[config.mk]
export PLATFORM = sky130hd
export DESIGN_NAME = pair_scan_controller_flat
export DESIGN_NICKNAME = d
export VERILOG_FILES = /design/src/rtl/pair_scan_pkg.sv /design/src/rtl/pair_scan_if.sv /design/src/rtl/pair_scan_controller_lane_tally.sv /design/src/rtl/pair_scan_controller.sv /design/src/flat_wrapper.sv
export SDC_FILE = /design/constraint.sdc
export NUM_CORES = 1
export LEC_CHECK = 0
export ABC_AREA = 0
export ABC_CLOCK_PERIOD_IN_PS = 8300
export CAP_MARGIN = 20
export CORE_UTILIZATION = 50
export CTS_BUF_LIST = sky130_fd_sc_hd__clkbuf_4 sky130_fd_sc_hd__clkbuf_8
export DETAILED_ROUTE_END_ITERATION = 16
export PLACE_DENSITY = 0.73
export SLEW_MARGIN = 20
export SYNTH_ARGS = -nofsm -noshare
export SYNTH_HDL_FRONTEND = slang
export SYNTH_SLANG_ARGS = --single-unit
[constraint.sdc]
create_clock -name clk -period 8.3 [get_ports clk]
set_clock_uncertainty 0.15 [all_clocks]
set_input_delay 1.66 -clock clk [delete_from_list [all_inputs] [get_ports clk]]
set_output_delay 1.66 -clock clk [all_outputs]
set_load 0.01 [all_outputs]
[src/rtl/pair_scan_pkg.sv]
// Shared definitions for the pair lookup array scan controller.
// Holds the array geometry, the empty-entry marker, the counter widths,
// the FSM state encoding and a helper that converts an inclusive address
// range into an entry count.
package pair_scan_pkg;

    localparam int          PORTS     = 8;
    localparam int          DEPTH     = 256;
    localparam int          ADDR_W    = 8;
    localparam int          DATA_W    = 8;
    localparam logic [7:0]  EMPTY_VAL = 8'd1;

    // 9 bits hold 0..256 and 7 bits hold 0..64, so accumulators never wrap.
    localparam int          CNT_W     = 9;
    localparam int          QCNT_W    = 7;

    typedef enum logic [1:0] {
        IDLE  = 2'd0,
        ISSUE = 2'd1,
        DRAIN = 2'd2,
        DONE  = 2'd3
    } state_t;

    // Inclusive range length; end < start wraps through 255 -> 0, and
    // start == end + 1 (mod 256) yields the full 256-entry sweep.
    function automatic logic [CNT_W-1:0] rangeLen(
        input logic [ADDR_W-1:0] startAddr,
        input logic [ADDR_W-1:0] endAddr
    );
        logic [ADDR_W-1:0] span;
        span = endAddr - startAddr;
        return CNT_W'(span) + CNT_W'(1);
    endfunction

endpackage

[src/rtl/pair_scan_if.sv]
// Bundle of the host handshake, the result outputs and the eight-lane
// array address/data buses seen by pair_scan_controller.
//   slave  : the controller (takes start/range/data_bus, drives the rest)
//   master : host logic plus the array (drives start/range/data_bus)
interface pair_scan_if;
    import pair_scan_pkg::*;

    logic                      start;
    logic [ADDR_W-1:0]         start_addr;
    logic [ADDR_W-1:0]         end_addr;
    logic [PORTS*ADDR_W-1:0]   addr_bus;
    logic [PORTS*DATA_W-1:0]   data_bus;
    logic                      busy;
    logic                      done;
    logic [CNT_W-1:0]          pair_count;
    logic [QCNT_W-1:0]         quad_count0;
    logic [QCNT_W-1:0]         quad_count1;
    logic [QCNT_W-1:0]         quad_count2;
    logic [QCNT_W-1:0]         quad_count3;
    logic [ADDR_W-1:0]         first_addr;
    logic                      found;

    modport slave (
        input  start, start_addr, end_addr, data_bus,
        output addr_bus, busy, done, pair_count,
               quad_count0, quad_count1, quad_count2, quad_count3,
               first_addr, found
    );

    modport master (
        output start, start_addr, end_addr, data_bus,
        input  addr_bus, busy, done, pair_count,
               quad_count0, quad_count1, quad_count2, quad_count3,
               first_addr, found
    );

endinterface

[src/rtl/pair_scan_controller_lane_tally.sv]
// Combinational tally of one registered beat.
// Ports:
//   laneData  in  registered array data, one byte per lane
//   laneVld   in  lane-valid mask for the beat
//   laneAddr  in  address each lane was reading
//   total     out occupied lanes in the beat (0..PORTS)
//   quadPop   out occupied lanes per quadrant addr[MSB:MSB-1]
//   anyOcc    out at least one lane occupied
//   firstLane out lowest occupied lane index
module lane_tally #(
    parameter int         PORTS     = 8,
    parameter int         AW        = 8,
    parameter int         DW        = 8,
    parameter logic [7:0] EMPTY_VAL = 8'd1
) (
    input  logic [PORTS-1:0][DW-1:0]          laneData,
    input  logic [PORTS-1:0]                  laneVld,
    input  logic [PORTS-1:0][AW-1:0]          laneAddr,
    output logic [$clog2(PORTS+1)-1:0]        total,
    output logic [3:0][$clog2(PORTS+1)-1:0]   quadPop,
    output logic                              anyOcc,
    output logic [$clog2(PORTS)-1:0]          firstLane
);
    import pair_scan_pkg::*;

    localparam int LW  = $clog2(PORTS + 1);
    localparam int LIW = $clog2(PORTS);

    logic [PORTS-1:0] occ;

    always_comb begin
        for (int i = 0; i < PORTS; i++) begin
            occ[i] = laneVld[i] && (laneData[i] != DW'(EMPTY_VAL));
        end
    end

    always_comb begin
        total     = '0;
        quadPop   = '0;
        anyOcc    = 1'b0;
        firstLane = '0;
        // Walk from the top lane down so the lowest occupied lane is the
        // last one to write firstLane.
        for (int i = PORTS - 1; i >= 0; i--) begin
            if (occ[i]) begin
                total     = total + LW'(1);
                anyOcc    = 1'b1;
                firstLane = LIW'(i);
                for (int q = 0; q < 4; q++) begin
                    if (laneAddr[i][AW-1 -: 2] == 2'(q)) begin
                        quadPop[q] = quadPop[q] + LW'(1);
                    end
                end
            end
        end
    end

endmodule

[src/rtl/pair_scan_controller.sv]
// Scan sequencer for the eight-port 256x8 pair lookup array.
// On an accepted start it sweeps [start_addr, end_addr] (inclusive, with
// wrap), issuing PORTS reads per cycle, then reports the occupied-entry
// count, per-quadrant counts and the first occupied address.
// Ports:
//   clk    in  rising-edge clock
//   reset  in  synchronous, active-low; clears all state
//   bus    slave side of pair_scan_if (start, range, addr/data buses,
//          busy, done and the result outputs)
module pair_scan_controller #(
    parameter int         PORTS     = pair_scan_pkg::PORTS,
    parameter int         DEPTH     = pair_scan_pkg::DEPTH,
    parameter logic [7:0] EMPTY_VAL = pair_scan_pkg::EMPTY_VAL
) (
    input  logic        clk,
    input  logic        reset,
    pair_scan_if.slave  bus
);
    import pair_scan_pkg::*;

    localparam int AW  = $clog2(DEPTH);
    localparam int LW  = $clog2(PORTS + 1);
    localparam int LIW = $clog2(PORTS);

    state_t                      state;
    state_t                      nextState;
    logic [AW-1:0]               ptr;
    logic [CNT_W-1:0]            remaining;
    logic                        accept;
    logic                        lastBeat;

    logic [PORTS-1:0][AW-1:0]    laneAddr_p0;
    logic [PORTS-1:0]            vld_p0;
    logic [PORTS*AW-1:0]         addrBus;

    logic [PORTS-1:0][DATA_W-1:0] laneData_p1;
    logic [PORTS-1:0][AW-1:0]    laneAddr_p1;
    logic [PORTS-1:0]            vld_p1;

    logic [LW-1:0]               beatTotal;
    logic [3:0][LW-1:0]          beatQuad;
    logic                        beatAny;
    logic [LIW-1:0]              beatFirst;

    logic [CNT_W-1:0]            pairCount;
    logic [3:0][QCNT_W-1:0]      quadCount;
    logic [AW-1:0]               firstAddr;
    logic                        found;

    assign accept   = ((state == IDLE) || (state == DONE)) && bus.start;
    assign lastBeat = (remaining <= CNT_W'(PORTS));

    always_comb begin
        nextState = state;
        unique case (state)
            IDLE:    if (bus.start) nextState = ISSUE;
            ISSUE:   if (lastBeat)  nextState = DRAIN;
            DRAIN:   nextState = DONE;
            DONE:    nextState = bus.start ? ISSUE : IDLE;
            default: nextState = IDLE;
        endcase
    end

    // Issue stage: lane addresses and valid mask for the current beat.
    // Lanes past the end of the range are masked and park at address 0.
    always_comb begin
        addrBus = '0;
        for (int i = 0; i < PORTS; i++) begin
            laneAddr_p0[i] = ptr + AW'(i);
            vld_p0[i]      = (state == ISSUE) && (CNT_W'(i) < remaining);
            if (vld_p0[i]) begin
                addrBus[i*AW +: AW] = laneAddr_p0[i];
            end
        end
    end

    assign bus.addr_bus = addrBus;

    always_ff @(posedge clk) begin
        if (!reset) begin
            state     <= IDLE;
            ptr       <= '0;
            remaining <= '0;
            vld_p1    <= '0;
            pairCount <= '0;
            quadCount <= '0;
            firstAddr <= '0;
            found     <= 1'b0;
        end else begin
            state  <= nextState;
            vld_p1 <= vld_p0;
            if (accept) begin
                ptr       <= bus.start_addr;
                remaining <= rangeLen(bus.start_addr, bus.end_addr);
                pairCount <= '0;
                quadCount <= '0;
                firstAddr <= '0;
                found     <= 1'b0;
            end else begin
                if (state == ISSUE) begin
                    ptr       <= ptr + AW'(PORTS);
                    remaining <= lastBeat ? '0 : remaining - CNT_W'(PORTS);
                end
                // Accumulate stage: tally of the beat registered last edge.
                pairCount <= pairCount + CNT_W'(beatTotal);
                for (int q = 0; q < 4; q++) begin
                    quadCount[q] <= quadCount[q] + QCNT_W'(beatQuad[q]);
                end
                if (!found && beatAny) begin
                    found     <= 1'b1;
                    firstAddr <= laneAddr_p1[beatFirst];
                end
            end
        end
    end

    // Beat register: data and addresses need no reset, vld_p1 gates them.
    always_ff @(posedge clk) begin
        laneData_p1 <= bus.data_bus;
        laneAddr_p1 <= laneAddr_p0;
    end

    lane_tally #(
        .PORTS     (PORTS),
        .AW        (AW),
        .DW        (DATA_W),
        .EMPTY_VAL (EMPTY_VAL)
    ) u_tally (
        .laneData  (laneData_p1),
        .laneVld   (vld_p1),
        .laneAddr  (laneAddr_p1),
        .total     (beatTotal),
        .quadPop   (beatQuad),
        .anyOcc    (beatAny),
        .firstLane (beatFirst)
    );

    assign bus.busy        = (state == ISSUE) || (state == DRAIN);
    assign bus.done        = (state == DONE);
    assign bus.pair_count  = pairCount;
    assign bus.quad_count0 = quadCount[0];
    assign bus.quad_count1 = quadCount[1];
    assign bus.quad_count2 = quadCount[2];
    assign bus.quad_count3 = quadCount[3];
    assign bus.first_addr  = firstAddr;
    assign bus.found       = found;

endmodule

[src/flat_wrapper.sv]
// flat-port wrapper written by rule: the top's interface ports become plain ports
module pair_scan_controller_flat import pair_scan_pkg::*;
#(
    parameter int         PORTS     = pair_scan_pkg::PORTS,
    parameter int         DEPTH     = pair_scan_pkg::DEPTH,
    parameter logic [7:0] EMPTY_VAL = pair_scan_pkg::EMPTY_VAL
)
  (clk, reset, bus_start, bus_start_addr, bus_end_addr, bus_data_bus, bus_addr_bus, bus_busy, bus_done, bus_pair_count, bus_quad_count0, bus_quad_count1, bus_quad_count2, bus_quad_count3, bus_first_addr, bus_found);
  pair_scan_if bus_i ();
  input  logic clk;
  input  logic reset;
  input wire logic [$bits(bus_i.start)-1:0] bus_start;
  input wire logic [$bits(bus_i.start_addr)-1:0] bus_start_addr;
  input wire logic [$bits(bus_i.end_addr)-1:0] bus_end_addr;
  input wire logic [$bits(bus_i.data_bus)-1:0] bus_data_bus;
  output wire logic [$bits(bus_i.addr_bus)-1:0] bus_addr_bus;
  output wire logic [$bits(bus_i.busy)-1:0] bus_busy;
  output wire logic [$bits(bus_i.done)-1:0] bus_done;
  output wire logic [$bits(bus_i.pair_count)-1:0] bus_pair_count;
  output wire logic [$bits(bus_i.quad_count0)-1:0] bus_quad_count0;
  output wire logic [$bits(bus_i.quad_count1)-1:0] bus_quad_count1;
  output wire logic [$bits(bus_i.quad_count2)-1:0] bus_quad_count2;
  output wire logic [$bits(bus_i.quad_count3)-1:0] bus_quad_count3;
  output wire logic [$bits(bus_i.first_addr)-1:0] bus_first_addr;
  output wire logic [$bits(bus_i.found)-1:0] bus_found;
  assign bus_i.start = bus_start;
  assign bus_i.start_addr = bus_start_addr;
  assign bus_i.end_addr = bus_end_addr;
  assign bus_i.data_bus = bus_data_bus;
  assign bus_addr_bus = bus_i.addr_bus;
  assign bus_busy = bus_i.busy;
  assign bus_done = bus_i.done;
  assign bus_pair_count = bus_i.pair_count;
  assign bus_quad_count0 = bus_i.quad_count0;
  assign bus_quad_count1 = bus_i.quad_count1;
  assign bus_quad_count2 = bus_i.quad_count2;
  assign bus_quad_count3 = bus_i.quad_count3;
  assign bus_first_addr = bus_i.first_addr;
  assign bus_found = bus_i.found;
  pair_scan_controller #(.PORTS(PORTS), .DEPTH(DEPTH), .EMPTY_VAL(EMPTY_VAL)) u_core (.clk(clk), .reset(reset), .bus(bus_i));
endmodule
# Yosys cells after proc, flatten, opt, wreduce, memory -nomap -nowiden
# Cells that the tools add are included.
[op_classes] n_addsub=51 order_cmp=10 eq_ne=37 muxes=83 n_bitwise=1 reduce_logical=33
[op_table] op="$add A4 B1 Y4 const B" count=35
[op_table] op="$mux W4" count=35
[op_table] op="$mux W16" count=7
[op_table] op="$mux W8" count=11
[op_table] op="$ne A8 B1 Y1 const B" count=8
[op_table] op="$eq A2 B2 Y1 const B" count=18
[op_table] op="$lt A3 B9 Y1 const A" count=4
[op_table] op="$add A8 B3 Y8 const B" count=4
[op_table] op="$add A7 B4 Y7" count=4
[op_table] op="$mux W9" count=3
[op_table] op="$bmux W8 S3" count=1
[op_table] op="$mux W3" count=8
[op_table] op="$eq A2 B1 Y1 const B" count=9
[op_table] op="$logic_and A1 B1 Y1" count=18
[op_table] op="$logic_not A2 Y1" count=9
[op_table] op="$lt A1 B9 Y1 const A" count=2
[op_table] op="$lt A2 B9 Y1 const A" count=2
[op_table] op="$add A8 B2 Y8 const B" count=2
[op_table] op="$mux W1" count=14
[op_table] op="$mux W13" count=1
[op_table] op="$add A8 B1 Y9 const B" count=1
[op_table] op="$add A9 B4 Y9" count=1
[op_table] op="$le A9 B4 Y1 const B" count=1
[op_table] op="$sub A9 B4 Y9 const B" count=1
[op_table] op="other kinds (14)" count=16
[totals] reg_bits=201 output_inout_bits=112 wordCells=242

# Logic depth before layout (Yosys ltp)
[depth] word_depth=25 ltp_mapped=29 mapped_depth_nobuf=29

# Hierarchy
# Synthesis repeated with hierarchy kept, for this count alone.
[hier_totals] hier_cells=1227 area_unflattened_um2=11444.7
[by_module_without_submodules] module="pair_scan_controller" instances=1 cells_each=753 area_per_inst_um2=7691.1 seq_area_each_um2=3823.7
[by_module_without_submodules] module="lane_tally" instances=1 cells_each=474 area_per_inst_um2=3753.6 seq_area_each_um2=0.0

# Least setup slack after synthesis
# Ideal clock, no wire load.
[synth_path] path_type="reg-to-reg" from="register u_core.laneData_p1[57] (netlist bit)" to="register u_core.quadCount (netlist bit u_core.bus.quad_count1[5])" setup_ns=0.128 arrival_time_ns=5.550 required_time_ns=8.022 slack_ns=2.473 path_stages_with_launch=28 path_buffers=0 path_cell_list="dfxtp_1 nor4b_4 a2111oi_2 ha_1 mux2i_1 inv_1 ha_1 inv_1 mux2i_1 ha_1 mux2_2 ha_1 mux2_2 ha_1 nor2b_1 nor2_1 ha_1 nand2_1 o31ai_1 ha_1 mux2_2 ha_1 a21o_1 a21oi_1 nor2b_1 o21ai_0 xor2_1 nor2_1"
[synth_via] elab_chain_cells=25
[synth_lines] element="start, declared" line="pair_scan_controller.sv:36" source="logic [PORTS-1:0][DATA_W-1:0] laneData_p1;"
[synth_lines] element="start signal, assigned" line="pair_scan_controller.sv:119" source="laneData_p1 <= bus.data_bus;"
[synth_lines] element="$ne A8 B1 Y1 (*)" line="pair_scan_controller_lane_tally.sv:33" source="occ[i] = laneVld[i] && (laneData[i] != DW'(EMPTY_VAL));"
[synth_lines] element="$logic_and A1 B1 Y1 (*)" line="pair_scan_controller_lane_tally.sv:33"
[synth_lines] element="$mux W13 (*)" line="pair_scan_controller_lane_tally.sv:45" source="if (occ[i]) begin"
[synth_lines] element="$add A4 B1 Y4" line="pair_scan_controller_lane_tally.sv:51" source="quadPop[q] = quadPop[q] + LW'(1);"
[synth_lines] element="$mux W4" line="pair_scan_controller_lane_tally.sv:50" source="if (laneAddr[i][AW-1 -: 2] == 2'(q)) begin"
[synth_lines] element="$mux W16 (*)" line="pair_scan_controller_lane_tally.sv:45"
[synth_lines] element="$add A4 B1 Y4" line="pair_scan_controller_lane_tally.sv:51"
[synth_lines] element="$mux W4" line="pair_scan_controller_lane_tally.sv:50"
[synth_lines] element="[... 9 more ...]"
[synth_lines] element="$mux W16 (*)" line="pair_scan_controller_lane_tally.sv:45"
[synth_lines] element="$add A4 B1 Y4" line="pair_scan_controller_lane_tally.sv:51"
[synth_lines] element="$mux W4" line="pair_scan_controller_lane_tally.sv:50"
[synth_lines] element="$mux W16 (*)" line="pair_scan_controller_lane_tally.sv:45"
[synth_lines] element="$add A4 B1 Y4" line="pair_scan_controller_lane_tally.sv:51"
[synth_lines] element="$mux W4" line="pair_scan_controller_lane_tally.sv:50"
[synth_lines] element="$mux W16 (*)" line="pair_scan_controller_lane_tally.sv:45"
[synth_lines] element="$add A7 B4 Y7 (*)" line="pair_scan_controller.sv:107" source="quadCount[q] <= quadCount[q] + QCNT_W'(beatQuad[q]);"
[synth_lines] element="end signal, assigned by index" line="pair_scan_controller.sv:107"
[synth_lines] element="end, declared" line="pair_scan_controller.sv:46" source="logic [3:0][QCNT_W-1:0] quadCount;"
# Every way passes the cells marked *; elsewhere a longest branch is shown, timed or not.
# A chain may end at the register's enable or synchronous reset.

# Final worst setup path
# Same ends and word-level chain as after synthesis.

==> results list <==
* Outcome: finished, final reports clean
- Main combinational cell family by area after synthesis: simple AND/OR/NAND/NOR gates
* Unrepaired setup endpoints after global routing: no
- The congestion estimate from routability-driven global placement came to 0.858.
- The first TritonRoute pass finished after 6 iterations.
- Max-cap viol count: 0
- Floorplan die area: 0.0226 mm2
* Seq. cell area: 0.00382 mm2
- Synthesis-stage register bit count: 191
- After layout, the worst setup slack is 1.96 ns.
- Yosys warns: 0
* Dpl ws: 1.96 ns
- Setup TNS: 0 ns
* Crit path arrival time: 6.57 ns
- Antenna violations before repair: 0
- Compound-cell area share of the yosys netlist: 0.135
* Number of H-tree levels: 4
* Post-synthesis simple-gate area fraction: 0.194
- Via count of the first global-routing pass: 8720
- sky130_fd_sc_hd__dfxtp_1 is the most common cell in the netlist.
* Core Box Area: 0.0213 mm2
- Crit Path Category: flop to flop
- Post-detailed-placement cell area: 0.0132 mm2
- In this run the power density over the cells is 266 mW/mm2.
- The design draws 3.63 mW.
- Port-buffer cells: 194
- Site row count: 53
- Leakage power total: 5.68 nW
* Worst slew margin relative to its limit: 0.251
* Number of remaining DRC errors: 0
- Of the total synthesized cell area, the portion taken by XOR and XNOR cells is 0.127.
* Number of I/O pins: 195
- TritonCTS built the clock tree.
* Number of buffers added to fix hold violations after cts: 0
* Post-detail-place hpwl: 20800 um
- Clk slew on worst S/H paths: 0.12 ns
* Most instantiated flip-flop cell in the synthesis netlist: sky130_fd_sc_hd__dfxtp_1
- After clock tree synthesis, the repair step resized 0 gates.
* Most common library cells after synthesis: 191 x sky130_fd_sc_hd__dfxtp_1, 102 x sky130_fd_sc_hd__nor2_1, 82 x sky130_fd_sc_hd__ha_1, 78 x sky130_fd_sc_hd__xnor2_1, 75 x sky130_fd_sc_hd__nand2_1
- In this run, synthesis inferred 0 flip-flops with an integrated enable.
- Buffers from clock root to sink, at most: 2
* Share of synthesized cell area in full adder, half adder and majority cells: 0.105
- For this run, the total global-route usage over all layers was measured as 0.248.
- Layout cell share with drive strength beyond 1: 0.0908
- The clock period could shrink to 6.34 ns.
- Averaged over all synthesized cells, the footprint is 9.42 um2.
* Per-cell routed wire length: 16.5 um
- Register area share after synthesis: 0.348
- The clock net in this run drives a total of 191 sinks.
* Proportion of netlist area held by the largest area contributor: 0.348
* Instance count of the mapped netlist: 1167
- TritonCTS created 17 clock buffers.
- In this run the post-CTS setup repair buffer count came out at 0.
* Post-synth cell types: 90
- When the netlist entered floorplanning its net count stood at 1338.
* Area growth syn-to-layout: 24.2%
- Syn Std Cell Area: 0.0110 mm2
- The total count of hold-check failures in the final report came to 0.
- Area of the multi-input gates: 0.00678 mm2
* Final setup violation count: 0
* Worst Tran Pin Value: 1.12 ns
* N_diodes: 0
- After filler insertion, the fill cell instance count of the layout stands at 1767.
* Vias per cell: 5.39
- STA puts the critical path data required time at 8.53 ns.
* Total Nets Final: 1524
* Final worst path period share: 0.764
* Congestion Overflow GR: 0
- The tree is rooted in a sky130_fd_sc_hd__clkbuf_8.
- The floorplan step set the die height to 150 um.
* Worst Path Max Fanout: 5
* Maximum frequency from static timing analysis: 0.158 GHz
- Of all cell types, the one taking the most synthesized area is sky130_fd_sc_hd__dfxtp_1.
- Effective utilization at floorplan: 0.517
- The clock reaches the later pin of the worst-skew pair after 0.49 ns.
* Maximum vdd ir drop: 0.165 mV
- Vias after detailed routing: 8839
- Post-route cell area: 0.0137 mm2
- Type of element launching the critical path: flop
* Type of element capturing the critical path: flop
- Die X-Extent: 150 um
- Count of antenna-violating nets left after detailed routing: 0
- Sorting the synthesized cells by area gives the leading types as sky130_fd_sc_hd__dfxtp_1 35%, sky130_fd_sc_hd__ha_1 9.3%, sky130_fd_sc_hd__xnor2_1 6.2%.
- Mux share of post-synthesis cell area: 0.0561
- Entering global routing, the biggest net connects 33 pins.
- The first global-routing pass estimated 43700 um of wire.
* Max-slew violation count: 0
* Type of the tightest min-delay check: flop to flop
- Final wirelength: 27000 um
* Async set or reset register ratio after synthesis: 0
- The first routing iteration left 398 violations.
* Smallest hold slack: 0.342 ns
[path summary, 6_finish.rpt]
kind / startpoint / endpoint / slack [ns] / cells past startpoint
max: u_core.laneData_p1[57] / u_core.bus.quad_count1[5] / 1.96 / 27
min: u_core.bus.pair_count[8] / u_core.bus.pair_count[8] / 0.34 / 2
max reg2reg: u_core.laneData_p1[57] / u_core.bus.quad_count1[5] / 1.96 / 27
min reg2reg: u_core.bus.pair_count[8] / u_core.bus.pair_count[8] / 0.34 / 2
[placed cells by master, fill, tap and decap left out, types with 10 or more instances in the layout]
| master | count |
|---|---|
| sky130_fd_sc_hd__nand2b_1 | 11 |
| sky130_fd_sc_hd__mux2i_1 | 31 |
| sky130_fd_sc_hd__nand4_1 | 11 |
| sky130_fd_sc_hd__a21oi_1 | 56 |
| sky130_fd_sc_hd__and3_1 | 15 |
| sky130_fd_sc_hd__and2_1 | 22 |
| sky130_fd_sc_hd__clkbuf_8 | 17 |
| sky130_fd_sc_hd__nor3_1 | 18 |
| sky130_fd_sc_hd__o21ai_0 | 36 |
| sky130_fd_sc_hd__xor2_1 | 47 |
| sky130_fd_sc_hd__nand3_1 | 24 |
| sky130_fd_sc_hd__nor2_1 | 102 |
| sky130_fd_sc_hd__a21o_1 | 11 |
| sky130_fd_sc_hd__nor2b_1 | 46 |
| sky130_fd_sc_hd__a211oi_1 | 14 |
| sky130_fd_sc_hd__clkdlybuf4s50_1 | 194 |
| sky130_fd_sc_hd__ha_1 | 82 |
| sky130_fd_sc_hd__mux2_2 | 24 |
| sky130_fd_sc_hd__or3_1 | 10 |
| sky130_fd_sc_hd__inv_1 | 60 |
| sky130_fd_sc_hd__nand2_1 | 75 |
| sky130_fd_sc_hd__xnor2_1 | 78 |
| sky130_fd_sc_hd__dfxtp_1 | 191 |
[power breakdown]
part | switching (mW) | internal, mW
clock | 0.422 | 0.249
combinational | 0.922 | 0.741
sequential | 0.190 | 1.10
total | 1.53 | 2.09
[area by class of cell]
cell class | count | area share
Clock buffer | 17 | 0.0171
Clock inverter | 15 | 0.0162
Inverter | 66 | 0.0185
Multi-Input combinational cell | 876 | 0.497
Sequential cell | 191 | 0.280
Tap cell | 275 | 0.0252
Timing Repair Buffer | 201 | 0.146
[registers in the layout, summed over array words and instances, names as in the netlist, 8 cells and up]
| signal | count |
|---|---|
| u_core.laneData_p1 | 64 |
| u_core.bus.first_addr | 8 |
| u_core.bus.pair_count | 9 |
| u_core.vld_p1 | 8 |
| u_core.laneAddr_p1 | 54 |
| u_core.ptr | 8 |
| u_core.remaining | 9 |
[cell families after synthesis]
| group | Yosys count |
|---|---|
| multiplexers | 57 |
| XOR/XNOR | 140 |
| buffers and inverters | 100 |
| AND/OR/NAND/NOR | 383 |
| flip-flops | 191 |
| adder cells (fa/ha/maj) | 89 |
| AO/OA/AOI/OAI | 207 |
[stage by stage]
stage,instances,utilization
after detailed placement,1609,0.620
after CTS,1641,0.641
after global routing,1641,0.641
after global placement,1609,0.620
final,1641,0.641
after floorplan,1167,-
[per-layer routing]
layer | part of all wire | global-route usage | vias up
li1 | - | - | 4441
met2 | 0.50 | 0.444 | 205
met1 | 0.44 | 0.306 | 4162
met5 | 0 | 0 | -
met4 | 0.015 | 0.0611 | 0
met3 | 0.050 | 0.0445 | 31
[worst max-delay path, cell delays in order (launching register included)]
cell	delay, ns
sky130_fd_sc_hd__dfxtp_1	0.34
sky130_fd_sc_hd__nor4b_4	0.48
sky130_fd_sc_hd__a2111oi_2	0.17
sky130_fd_sc_hd__ha_1	0.32
sky130_fd_sc_hd__mux2i_1	0.33
sky130_fd_sc_hd__inv_1	0.11
sky130_fd_sc_hd__ha_1	0.31
sky130_fd_sc_hd__inv_1	0.04
sky130_fd_sc_hd__mux2i_1	0.17
sky130_fd_sc_hd__ha_1	0.25
sky130_fd_sc_hd__mux2_2	0.29
sky130_fd_sc_hd__ha_1	0.27
sky130_fd_sc_hd__mux2_2	0.30
sky130_fd_sc_hd__ha_1	0.28
sky130_fd_sc_hd__nor2b_1	0.20
sky130_fd_sc_hd__nor2_1	0.07
sky130_fd_sc_hd__ha_1	0.27
sky130_fd_sc_hd__nand2_1	0.07
sky130_fd_sc_hd__o31ai_1	0.12
sky130_fd_sc_hd__ha_1	0.29
sky130_fd_sc_hd__mux2_2	0.30
sky130_fd_sc_hd__ha_1	0.28
sky130_fd_sc_hd__a21o_1	0.16
sky130_fd_sc_hd__a21oi_1	0.19
sky130_fd_sc_hd__nor2b_1	0.08
sky130_fd_sc_hd__o21ai_0	0.19
sky130_fd_sc_hd__xor2_1	0.16
sky130_fd_sc_hd__nor2_1	0.05
Note: power is estimated with default switching activity, not from simulation.
